<file path="src/rtl/alu_pkg.sv">
// Shared types and helpers for the ALU sharing block.
//   W_DEF       : default operand/result width
//   alu_op_t    : ALU op code encoding
//   arb_state_t : arbiter FSM states
//   is_shift()  : op takes its shift amount from B[4:0]
//   is_legal()  : op is one of the defined ALU ops
package alu_pkg;

  localparam int unsigned W_DEF = 32;

  typedef enum logic [3:0] {
    ADD  = 4'b0000,
    SUB  = 4'b1000,
    SLL  = 4'b0001,
    SLT  = 4'b0010,
    SLTU = 4'b0011,
    XOR  = 4'b0100,
    SRL  = 4'b0101,
    SRA  = 4'b1101,
    OR   = 4'b0110,
    AND  = 4'b0111
  } alu_op_t;

  typedef enum logic [1:0] {
    IDLE,
    EXEC,
    RESP
  } arb_state_t;

  function automatic logic is_shift(input logic [3:0] op);
    return (op == SLL) || (op == SRL) || (op == SRA);
  endfunction

  function automatic logic is_legal(input logic [3:0] op);
    logic legal;
    case (op)
      ADD, SUB, SLL, SLT, SLTU, XOR, SRL, SRA, OR, AND: legal = 1'b1;
      default:                                         legal = 1'b0;
    endcase
    return legal;
  endfunction

endpackage

</file>
<file path="src/rtl/alu.sv">
// Combinational datapath ALU.
//   a_i, b_i : operands
//   op_i     : op code (alu_op_t encoding)
//   y_o      : result, 0 for undefined op codes
module alu
  import alu_pkg::*;
#(
  parameter int unsigned W = W_DEF
) (
  input  logic [W-1:0] a_i,
  input  logic [W-1:0] b_i,
  input  logic [3:0]   op_i,
  output logic [W-1:0] y_o
);

  localparam int unsigned SW = $clog2(W);

  logic [SW-1:0] shamt;
  assign shamt = b_i[SW-1:0];

  always_comb begin
    y_o = '0;
    case (op_i)
      ADD:     y_o = a_i + b_i;
      SUB:     y_o = a_i - b_i;
      SLL:     y_o = a_i << shamt;
      SLT:     y_o = {{(W-1){1'b0}}, ($signed(a_i) < $signed(b_i))};
      SLTU:    y_o = {{(W-1){1'b0}}, (a_i < b_i)};
      XOR:     y_o = a_i ^ b_i;
      SRL:     y_o = a_i >> shamt;
      SRA:     y_o = $unsigned($signed(a_i) >>> shamt);
      OR:      y_o = a_i | b_i;
      AND:     y_o = a_i & b_i;
      default: y_o = '0;
    endcase
  end

endmodule

</file>
<file path="src/rtl/rr_arb2.sv">
// Two-way round-robin grant, purely combinational.
//   req_valid_i   : request valid per requester
//   last_grant_i  : requester granted most recently
//   grant_valid_o : some requester is granted
//   grant_id_o    : granted requester
module rr_arb2 (
  input  logic [1:0] req_valid_i,
  input  logic       last_grant_i,
  output logic       grant_valid_o,
  output logic       grant_id_o
);

  always_comb begin
    grant_valid_o = |req_valid_i;
    grant_id_o    = 1'b0;
    case (req_valid_i)
      2'b10:   grant_id_o = 1'b1;
      2'b11:   grant_id_o = ~last_grant_i;  // tie: whoever did not win last time
      default: grant_id_o = 1'b0;
    endcase
  end

endmodule

</file>
<file path="src/rtl/alu_share_arbiter.sv">
// Shares one ALU between the execute stage (requester 0) and the
// branch/compare unit (requester 1). Round-robin arbitration, registered
// operands, registered result with valid/ready backpressure.
//   clk, rst_n          : clock, async active-low reset
//   req_valid/req_ready : per-requester handshake (bit n = requester n)
//   req0_*, req1_*      : operands and op code per requester
//   rsp_valid/rsp_ready : result handshake
//   rsp_id              : requester owning rsp_data
//   rsp_data            : ALU result
//   rsp_illegal         : op code was undefined (rsp_data forced to 0)
//   gnt_cnt0, gnt_cnt1  : saturating accepted-request counts
module alu_share_arbiter
  import alu_pkg::*;
#(
  parameter int unsigned W     = W_DEF,
  parameter int unsigned CNT_W = 16
) (
  input  logic             clk,
  input  logic             rst_n,
  input  logic [1:0]       req_valid,
  output logic [1:0]       req_ready,
  input  logic [W-1:0]     req0_a,
  input  logic [W-1:0]     req0_b,
  input  logic [3:0]       req0_op,
  input  logic [W-1:0]     req1_a,
  input  logic [W-1:0]     req1_b,
  input  logic [3:0]       req1_op,
  output logic             rsp_valid,
  input  logic             rsp_ready,
  output logic             rsp_id,
  output logic [W-1:0]     rsp_data,
  output logic             rsp_illegal,
  output logic [CNT_W-1:0] gnt_cnt0,
  output logic [CNT_W-1:0] gnt_cnt1
);

  arb_state_t       state_q;
  logic             last_grant_q;
  logic [W-1:0]     a_q, b_q;
  logic [3:0]       op_q;
  logic             id_q;
  logic             rsp_valid_q, rsp_id_q, rsp_illegal_q;
  logic [W-1:0]     rsp_data_q;
  logic [CNT_W-1:0] gnt_cnt0_q, gnt_cnt1_q;

  logic             grant_valid, grant_id;
  logic             can_accept, accept;
  logic [W-1:0]     sel_a, sel_b, alu_b, alu_y;
  logic [3:0]       sel_op;

  rr_arb2 u_arb (
    .req_valid_i   (req_valid),
    .last_grant_i  (last_grant_q),
    .grant_valid_o (grant_valid),
    .grant_id_o    (grant_id)
  );

  // A new request fits when nothing is held, or the held result leaves this cycle.
  always_comb begin
    can_accept = (state_q == IDLE) || ((state_q == RESP) && rsp_ready);
    req_ready  = 2'b00;
    if (can_accept && grant_valid) req_ready[grant_id] = 1'b1;
  end

  assign accept = |(req_valid & req_ready);
  assign sel_a  = grant_id ? req1_a  : req0_a;
  assign sel_b  = grant_id ? req1_b  : req0_b;
  assign sel_op = grant_id ? req1_op : req0_op;

  // Shifts only see B[4:0]; upper bits are cleared before the ALU.
  assign alu_b = is_shift(op_q) ? {{(W-5){1'b0}}, b_q[4:0]} : b_q;

  alu #(
    .W (W)
  ) u_alu (
    .a_i  (a_q),
    .b_i  (alu_b),
    .op_i (op_q),
    .y_o  (alu_y)
  );

  always_ff @(posedge clk or negedge rst_n) begin
    if (!rst_n) begin
      state_q       <= IDLE;
      last_grant_q  <= 1'b1;
      a_q           <= '0;
      b_q           <= '0;
      op_q          <= '0;
      id_q          <= 1'b0;
      rsp_valid_q   <= 1'b0;
      rsp_id_q      <= 1'b0;
      rsp_data_q    <= '0;
      rsp_illegal_q <= 1'b0;
      gnt_cnt0_q    <= '0;
      gnt_cnt1_q    <= '0;
    end else begin
      if (accept) begin
        a_q          <= sel_a;
        b_q          <= sel_b;
        op_q         <= sel_op;
        id_q         <= grant_id;
        last_grant_q <= grant_id;
        if (grant_id) begin
          if (gnt_cnt1_q != '1) gnt_cnt1_q <= gnt_cnt1_q + CNT_W'(1);
        end else begin
          if (gnt_cnt0_q != '1) gnt_cnt0_q <= gnt_cnt0_q + CNT_W'(1);
        end
      end
      case (state_q)
        IDLE: begin
          if (accept) state_q <= EXEC;
        end
        EXEC: begin
          rsp_data_q    <= is_legal(op_q) ? alu_y : '0;
          rsp_illegal_q <= ~is_legal(op_q);
          rsp_id_q      <= id_q;
          rsp_valid_q   <= 1'b1;
          state_q       <= RESP;
        end
        RESP: begin
          if (rsp_ready) begin
            rsp_valid_q <= 1'b0;
            state_q     <= accept ? EXEC : IDLE;
          end
        end
        default: state_q <= IDLE;
      endcase
    end
  end

  assign rsp_valid   = rsp_valid_q;
  assign rsp_id      = rsp_id_q;
  assign rsp_data    = rsp_data_q;
  assign rsp_illegal = rsp_illegal_q;
  assign gnt_cnt0    = gnt_cnt0_q;
  assign gnt_cnt1    = gnt_cnt1_q;

endmodule

</file>
<file path="config.mk">
export PLATFORM = sky130hd
export DESIGN_NAME = alu_share_arbiter
export DESIGN_NICKNAME = d
export VERILOG_FILES = /design/src/rtl/alu_pkg.sv /design/src/rtl/alu.sv /design/src/rtl/rr_arb2.sv /design/src/rtl/alu_share_arbiter.sv
export SDC_FILE = /design/constraint.sdc
export NUM_CORES = 1
export LEC_CHECK = 0
export ABC_AREA = 1
export BUFFER_PORTS_ARGS = -buffer_cell sky130_fd_sc_hd__clkbuf_2
export CAP_MARGIN = 20
export CORE_MARGIN = 3
export CORE_UTILIZATION = 55
export CTS_BUF_LIST = sky130_fd_sc_hd__clkbuf_8
export DETAILED_ROUTE_END_ITERATION = 16
export PLACE_DENSITY_LB_ADDON = 0.05
export SLEW_MARGIN = 0
export SYNTH_ARGS = -nofsm -noshare
export SYNTH_HDL_FRONTEND = slang
export SYNTH_SLANG_ARGS = --single-unit
</file>
<file path="constraint.sdc">
create_clock -name clk -period 8.75 [get_ports clk]
set_input_delay 1.3125 -clock clk [delete_from_list [all_inputs] [get_ports clk]]
set_output_delay 1.3125 -clock clk [all_outputs]
set_load 0.005 [all_outputs]
</file>
==> results.md, run 1 <==
* DP Area at 17750 um2
* Tightest Pin Transition at 974.8 ps
* Share of cells above drive strength 1 at 10.17%
* Max Used Layer: met4
* Vias in the first global route at 19040
* Setup skew after layout at 22.75 ps
* Total of max-cap violations at 0
* Total wirelength of the detailed-routed design at 72.52 mm
* Synth async-reset ratio at 100.0%
* Number of DRC violations after detailed routing at 0
* Wire length on met3 at 9.746 mm
* Post-layout nets at 3268
* Setup TNS Final at 0 ps
* Chip Height at 180.3 um
* Crit. End Element: register
* Post-CTS setup buffer count at 0
* Cts-stage hold buffer count at 0
* Final-report hold violation count at 0
* Wl on met1 at 27.90 mm
* Global routing usage summed across all routing layers at 43.20%
* Final estimated routing congestion in global placement at 1.078
* Count of final setup violators at 0
* Starting utilization of the core area at 56.08%
* Min Clock Period, post-route at 4112 ps
* GRT overflow at 0
* Average via count per standard cell at 6.062
* RSZ-0062 raised after global routing: no
* R2R Setup Slk at 4640 ps
* Full die area at 32510 um2
* Result of the run: finished clean
* Core region area at 29800 um2
* CP arrival at 4500 ps
* Number of enable flip-flop cells after synthesis at 0
* Number of nets in the synthesized netlist at 3156
* Antenna-violating nets left at 0
* Synthesis-stage register bit count at 139
* Horizontal die dimension at 180.3 um
* Post-synthesis to final-layout area growth at 8.642%
* Total number of vias at 20730
* Mapped Area at 16710 um2
* Drt first pass iters at 9
* Worst slew margin at 34.94%
* Startpoint of the worst register-to-register path: op_q[3]$_DFFE_PN0N_
* Number of placed I/O pins at 210
* Drt initial violations at 3532
* Endpoint required time on the critical path at 9140 ps
* Number of standard cells after synthesis at 2904
* Detail Route met2 WL at 28.92 mm
* Most area-hungry cell type in the Yosys netlist: sky130_fd_sc_hd__nand2_1
* Area share of the largest cell type after synthesis at 22.17%
* Clock latency of the later-clocked register in the worst-skew pair at 510 ps
* Most common flop cell mapped by yosys: sky130_fd_sc_hd__dfrtp_1
* Clock Root Buffer: sky130_fd_sc_hd__clkbuf_8
* Type of the worst setup path: reg -> reg
* Seq/Total Area, Yosys at 20.83%
* Number of antenna diodes at 0
* Final Core Density at 60.92%
* Number of antenna violations at the first check in global routing at 0
* Largest driver fanout on the critical path at 14
* Synth warnings at 0
* Cells taking the most area after synthesis: sky130_fd_sc_hd__nand2_1, sky130_fd_sc_hd__dfrtp_1, sky130_fd_sc_hd__nand3_1
* Total half-perimeter wirelength after legalization and detailed placement at 56.00 mm
* PostCTS Resize Cnt at 0
* Reg2Reg Capture Point: rsp_data[19]$_DFFE_PN0P_
* Clock Path Buffers at 2
* Hold path endpoint: state_q[1]$_DFFE_PN0P_
* R2R depth at 16
* CTS clk-pin slew, worst paths at 100 ps
* First-pass GRT wire length at 109.7 mm
* Clock sink count at 139
* Final setup slack of the worst path at 4638 ps
* Worst min-delay path class: reg -> reg
* Post-route cell area at 18150 um2
* Highest clock frequency the design can meet at 243.2 MHz
* Average wire per cell in the routed design at 21.21 um
* Distinct cell type count after synthesis at 51
* Hold Crit Depth at 1
* Worst setup slack before clock tree synthesis at 4801 ps
* Hold path startpoint: state_q[0]$_DFFE_PN0P_
* H-tree levels at 4
* Number of max-slew violations in the final report at 0
* Mean instance size in the synthesized netlist at 5.754 um2
* CTS tree: yes
* Number of rows in the core area at 63
* Count of input and output buffers at 209
* Final period utilization at 46.99%
* Launching element type of the critical path: register
* Largest net degree at the start of global routing at 104
* Inserted Clock Buffers at 17
-- layout by cell type (no fill, tap or decap), types with 3 or more instances in the layout --
master / count
sky130_fd_sc_hd__nand2_1: 987
sky130_fd_sc_hd__clkbuf_8: 18
sky130_fd_sc_hd__nand2_2: 4
sky130_fd_sc_hd__a21oi_1: 67
sky130_fd_sc_hd__a221oi_1: 5
sky130_fd_sc_hd__o22ai_1: 50
sky130_fd_sc_hd__inv_2: 14
sky130_fd_sc_hd__o211ai_1: 14
sky130_fd_sc_hd__inv_6: 3
sky130_fd_sc_hd__nor2_2: 8
sky130_fd_sc_hd__dfrtp_2: 3
sky130_fd_sc_hd__o21ai_0: 147
sky130_fd_sc_hd__and3_1: 3
sky130_fd_sc_hd__clkbuf_2: 208
sky130_fd_sc_hd__xnor2_1: 12
sky130_fd_sc_hd__buf_4: 16
sky130_fd_sc_hd__and2_1: 14
sky130_fd_sc_hd__nand3b_1: 6
sky130_fd_sc_hd__nor2_4: 8
sky130_fd_sc_hd__nor4_1: 7
sky130_fd_sc_hd__inv_1: 331
sky130_fd_sc_hd__clkinvlp_4: 3
sky130_fd_sc_hd__nand3_1: 463
sky130_fd_sc_hd__o21ai_1: 12
sky130_fd_sc_hd__nor3_1: 26
sky130_fd_sc_hd__nor2_1: 248
sky130_fd_sc_hd__o2111ai_1: 5
sky130_fd_sc_hd__clkinv_4: 3
sky130_fd_sc_hd__ha_1: 109
sky130_fd_sc_hd__xor2_1: 20
sky130_fd_sc_hd__dfrtp_1: 135
sky130_fd_sc_hd__o21bai_1: 9
sky130_fd_sc_hd__nand4_1: 40
-- how the worst max path moves through the flow --
stage	from	end	depth (start not counted)
CTS	op_q[3]$_DFFE_PN0N_	rsp_data[19]$_DFFE_PN0P_	16
finish	op_q[3]$_DFFE_PN0N_	rsp_data[19]$_DFFE_PN0P_	16
global placement	op_q[3]$_DFFE_PN0N_	rsp_data[19]$_DFFE_PN0P_	15
floorplan	rsp_ready	req_ready[1]	4
global route	op_q[3]$_DFFE_PN0N_	rsp_data[19]$_DFFE_PN0P_	16
detailed placement	op_q[3]$_DFFE_PN0N_	rsp_data[19]$_DFFE_PN0P_	16
-- sequential cells by signal (all words and copies together) (netlist names) --
name,flops
rsp_id,1
rsp_illegal,1
gnt_cnt0,16
a_q,32
gnt_cnt1,16
rsp_data,32
rsp_valid,1
last_grant_q,1
b_q,32
id_q,1
op_q,4
state_q,2
-- metrics by stage --
stage          hold WS [ps]  std cells
3_5_place_dp          456.9       3386
6_report              462.8       3419
2_1_floorplan         437.3       2904
4_1_cts               459.7       3418
3_3_place_gp          449.2       3385
5_1_grt               503.1       3419
-- worst max-delay path: stages, from the launching register on --
cell	delay, ps
sky130_fd_sc_hd__dfrtp_1	540
sky130_fd_sc_hd__inv_4	120
sky130_fd_sc_hd__o21ai_2	560
sky130_fd_sc_hd__buf_8	240
sky130_fd_sc_hd__nand2_1	140
sky130_fd_sc_hd__ha_1	650
sky130_fd_sc_hd__nand2_1	160
sky130_fd_sc_hd__nor2_1	250
sky130_fd_sc_hd__inv_1	70
sky130_fd_sc_hd__nor2_1	280
sky130_fd_sc_hd__nand3_1	200
sky130_fd_sc_hd__nand3_1	130
sky130_fd_sc_hd__nand2_1	50
sky130_fd_sc_hd__nand3_1	70
sky130_fd_sc_hd__nand2_1	60
sky130_fd_sc_hd__o21ai_0	370
sky130_fd_sc_hd__nand2_1	80
-- layer usage --
metal,vias up,global-route usage [%]
li1,9587,-
met1,9189,57.56
met2,1651,62.47
met3,299,10.11
met4,0,28.49
met5,-,0
-- Yosys cell counts, drive strengths merged, types with 2 or more instances --
| cell type | n |
|---|---|
| xnor2 | 12 |
| o2111ai | 5 |
| nor4 | 7 |
| nor3 | 28 |
| a21oi | 67 |
| clkbuf | 63 |
| nand3 | 464 |
| and3 | 3 |
| and2 | 14 |
| o21a | 2 |
| nand4 | 40 |
| o22ai | 50 |
| inv | 344 |
| or2 | 3 |
| xor2 | 20 |
| o21bai | 9 |
| a221oi | 6 |
| o21ai | 160 |
| nand3b | 6 |
| dfrtp | 138 |
| buf | 71 |
| ha | 109 |
| o211ai | 15 |
| nor2 | 265 |
| nand2 | 993 |
| fa | 2 |
-- cell type report --
cell class | instances | area, um2
Timing Repair Buffer | 227 | 1215
Clock inverter | 14 | 122.6
Clock buffer | 18 | 247.7
Tap cell | 390 | 488.0
Fill cell | 3065 | 11640
Sequential cell | 139 | 3483
Multi-Input combinational cell | 2286 | 11300
Inverter | 345 | 1300
-- cells by family after synthesis --
group	count (synthesis)	share of synthesized area (%)
flops	139	20.83
mux	1	0.05991
simple gates	1824	46.70
compound gates	318	10.73
xor+xnor	32	1.677
fa+ha+maj	111	8.402
buf+inv	479	11.61
Power of run 1 is not shown: default switching activity piles up to over one toggle a cycle in this logic, so the estimate is an artifact.
==> run 2, diff against run 1 <==
==> constraint.sdc (replaced) <==
create_clock -name clk -period 3.66 [get_ports clk]
set_input_delay 0.549 -clock clk [delete_from_list [all_inputs] [get_ports clk]]
set_output_delay 0.549 -clock clk [all_outputs]
set_load 0.005 [all_outputs]
==> run 2 against run 1 <==
The flow now finishes with violations (hold timing). Global-route usage grew 1.9 points. Non-clock buffer count grew 22. Sequential share of layout area shrank 0.22 points. Die area is the same. Cell area grew 1.2%. Clock skew grew 11 ps. First-iteration DRC count grew 1.5%. Sequential cell count is the same. Worst hold slack lost 480 ps. Critical path depth grew 1.
==> results.md, run 2 (synthesis gave the netlist of run 1 again) <==
* CTS tree: yes
* Post-layout nets at 3290 (+0.67%)
* Core region area at 29800 um2 (unchanged)
* Largest net degree at the start of global routing at 70 (-33%)
* Average via count per standard cell at 6.166 (+1.7%)
* Drt initial violations at 3584 (+1.5%)
* CP max stage cell: sky130_fd_sc_hd__ha_1
* Final period utilization at 95.42% (+48 points)
* CP arrival at 3890 ps (-610 ps)
* Register area at 3485 um2 (about the same)
* Full die area at 32510 um2 (unchanged)
* Number of max-slew violations in the final report at 0 (unchanged)
* Failing checks: hold timing
* Average wire per cell in the routed design at 21.96 um (+3.5%)
* Cell occurring most often along the worst timing path: sky130_fd_sc_hd__nand2_1
* Startpoint of the worst register-to-register path: op_q[0]$_DFFE_PN0N_
* Endpoint required time on the critical path at 4060 ps (-5080 ps)
* GRT overflow at 0 (unchanged)
* Final estimated routing congestion in global placement at 1.101 (+2.1%)
* Drt first pass iters at 12 (+3)
* Largest stage delay, worst path at 560 ps (-90 ps)
* Reg2Reg Capture Point: rsp_data[11]$_DFFE_PN0P_
* Worst hold margin at -18.48 ps (-481.3 ps)
* Commonest cells after routing, fill and taps aside: sky130_fd_sc_hd__nand2_1, sky130_fd_sc_hd__nand3_1, sky130_fd_sc_hd__inv_1, sky130_fd_sc_hd__nor2_1, sky130_fd_sc_hd__clkbuf_2
* Inserted Clock Buffers at 17 (unchanged)
* First-pass GRT wire length at 114.2 mm (+4.1%)
* Crit. End Element: register
* Total of max-cap violations at 0 (unchanged)
* Tightest Pin Transition at 1028 ps (+53.43 ps)
* Min Clock Period, post-route at 3492 ps (-619.2 ps)
* Placed cell count at 3409 (+0.68%)
* Setup skew after layout at 34.21 ps (+11.45 ps)
* RSZ-0062 raised after global routing: no
* Worst slew margin at 31.38% (-3.6 points)
* Setup TNS Final at 0 ps (unchanged)
* Number of rows in the core area at 63 (unchanged)
* Launching element type of the critical path: register
* Total half-perimeter wirelength after legalization and detailed placement at 59.51 mm (+6.3%)
* Vias in the first global route at 19600 (+2.9%)
* Type of the worst setup path: reg -> reg
* Number of placed I/O pins at 210 (unchanged)
* Starting utilization of the core area at 56.08% (unchanged)
* Final Core Density at 61.65% (+0.73 points)
* Count of final setup violators at 0 (unchanged)
* Non-filler instance count after layout at 3442 (+0.67%)
* Multi-input gate area at 11330 um2 (+0.30%)
* CTS clk-pin slew, worst paths at 110 ps (about the same)
* Number of fill cells at 2946 (-3.9%)
* Horizontal die dimension at 180.3 um (unchanged)
* R2R depth at 17 (+1)
* Clock latency of the later-clocked register in the worst-skew pair at 530 ps (+20 ps)
* Final-report hold violation count at 4 (+4)
* Number of DRC violations after detailed routing at 0 (unchanged)
* Result of the run: complete, but fails checks
* Total wirelength of the detailed-routed design at 75.59 mm (+4.2%)
* Clock sink count at 139 (unchanged)
* Post-synthesis to final-layout area growth at 9.944%
* Worst min-delay path class: in -> async
* R2R Setup Slk at 170 ps (-4470 ps)
* Final setup slack of the worst path at 167.6 ps (-4471 ps)
* Post-CTS setup buffer count at 0 (unchanged)
* Chip Height at 180.3 um (unchanged)
* H-tree levels at 4 (unchanged)
* Total number of vias at 21220 (+2.4%)
* Cts-stage hold buffer count at 0 (unchanged)
* Highest clock frequency the design can meet at 286.3 MHz (+18%)
* Clock Root Buffer: sky130_fd_sc_hd__clkbuf_8
* Global routing usage summed across all routing layers at 45.13% (+1.9 points)
* Chain of cells forming the critical path: nand2_2, inv_1, o21ai_2, buf_12, nand2_1, ha_1, inv_1, nand2_1, nand2_1, nand2_1, nand2_1, inv_1, nand3_1, o21ai_0, nand3_1, o21ai_1, nand2_1
* Share of cells above drive strength 1 at 11.18% (+1.0 points)
* Count of input and output buffers at 209 (unchanged)
* Number of antenna violations at the first check in global routing at 2 (+2)
* Antenna-violating nets left at 0 (unchanged)
* Most frequent standard cell in the layout excluding fill and tap cells: sky130_fd_sc_hd__nand2_1
* Largest driver fanout on the critical path at 27 (+13)
* Clock Path Buffers at 2 (unchanged)
* Worst setup slack before clock tree synthesis at 225.9 ps (-4575 ps)
run 2: worst max-delay path by stage:
stage / from / to / slack (ps)
floorplan: op_q[3]$_DFFE_PN0N_ / rsp_data[23]$_DFFE_PN0P_ / 820
global placement: op_q[3]$_DFFE_PN0N_ / rsp_data[29]$_DFFE_PN0P_ / 130
detailed placement: op_q[3]$_DFFE_PN0N_ / rsp_data[11]$_DFFE_PN0P_ / 230
CTS: op_q[3]$_DFFE_PN0N_ / rsp_data[11]$_DFFE_PN0P_ / 190
global route: op_q[1]$_DFFE_PN0N_ / rsp_data[11]$_DFFE_PN0P_ / 10
finish: op_q[0]$_DFFE_PN0N_ / rsp_data[11]$_DFFE_PN0P_ / 170
run 2: what timing repair did:
| action | in CTS | in global routing |
|---|---|---|
| endpoints found under the setup margin | 0 | 5 |
| endpoints found under the hold margin | 0 | 0 |
| resized for setup | 0 | 11 |
run 2: critical path: cells and delay by family (launching register included):
kind | cells | cell delay, ps
adder cells (fa/ha/maj) | 1 | 560
AO/OA/AOI/OAI | 3 | 590
buffers and inverters | 4 | 590
flip-flops | 1 | 470
AND/OR/NAND/NOR | 9 | 1130
run 2: metal layers:
metal  vias to the layer above  GRT usage [%]  part of all wire, %
li1                       9637              -                    -
met1                      9567          59.64                   38
met2                      1724          65.01                   40
met3                       293          12.80                   14
met4                         2          28.06                  7.3
met5                         -              0                0.022
run 2: cell type report:
cell class | instances | share of cell area [%]
multi-input combinational | 2286 | 61.67
antenna | 1 | 0.01362
sequential | 139 | 18.97
tap | 390 | 2.656
clock buffer | 18 | 1.349
clock inverter | 14 | 0.6947
inverter | 345 | 7.077
timing repair buffer | 249 | 7.567
run 2: metrics by stage:
step	hold WS [ps]	area (um2)
after global routing	36.08	18370
final	-18.48	18370
after floorplan	253.4	16710
after global placement	455.4	17960
after detailed placement	451.6	17960
after CTS	6.743	18330
Power of run 2 is left out for the same reason.
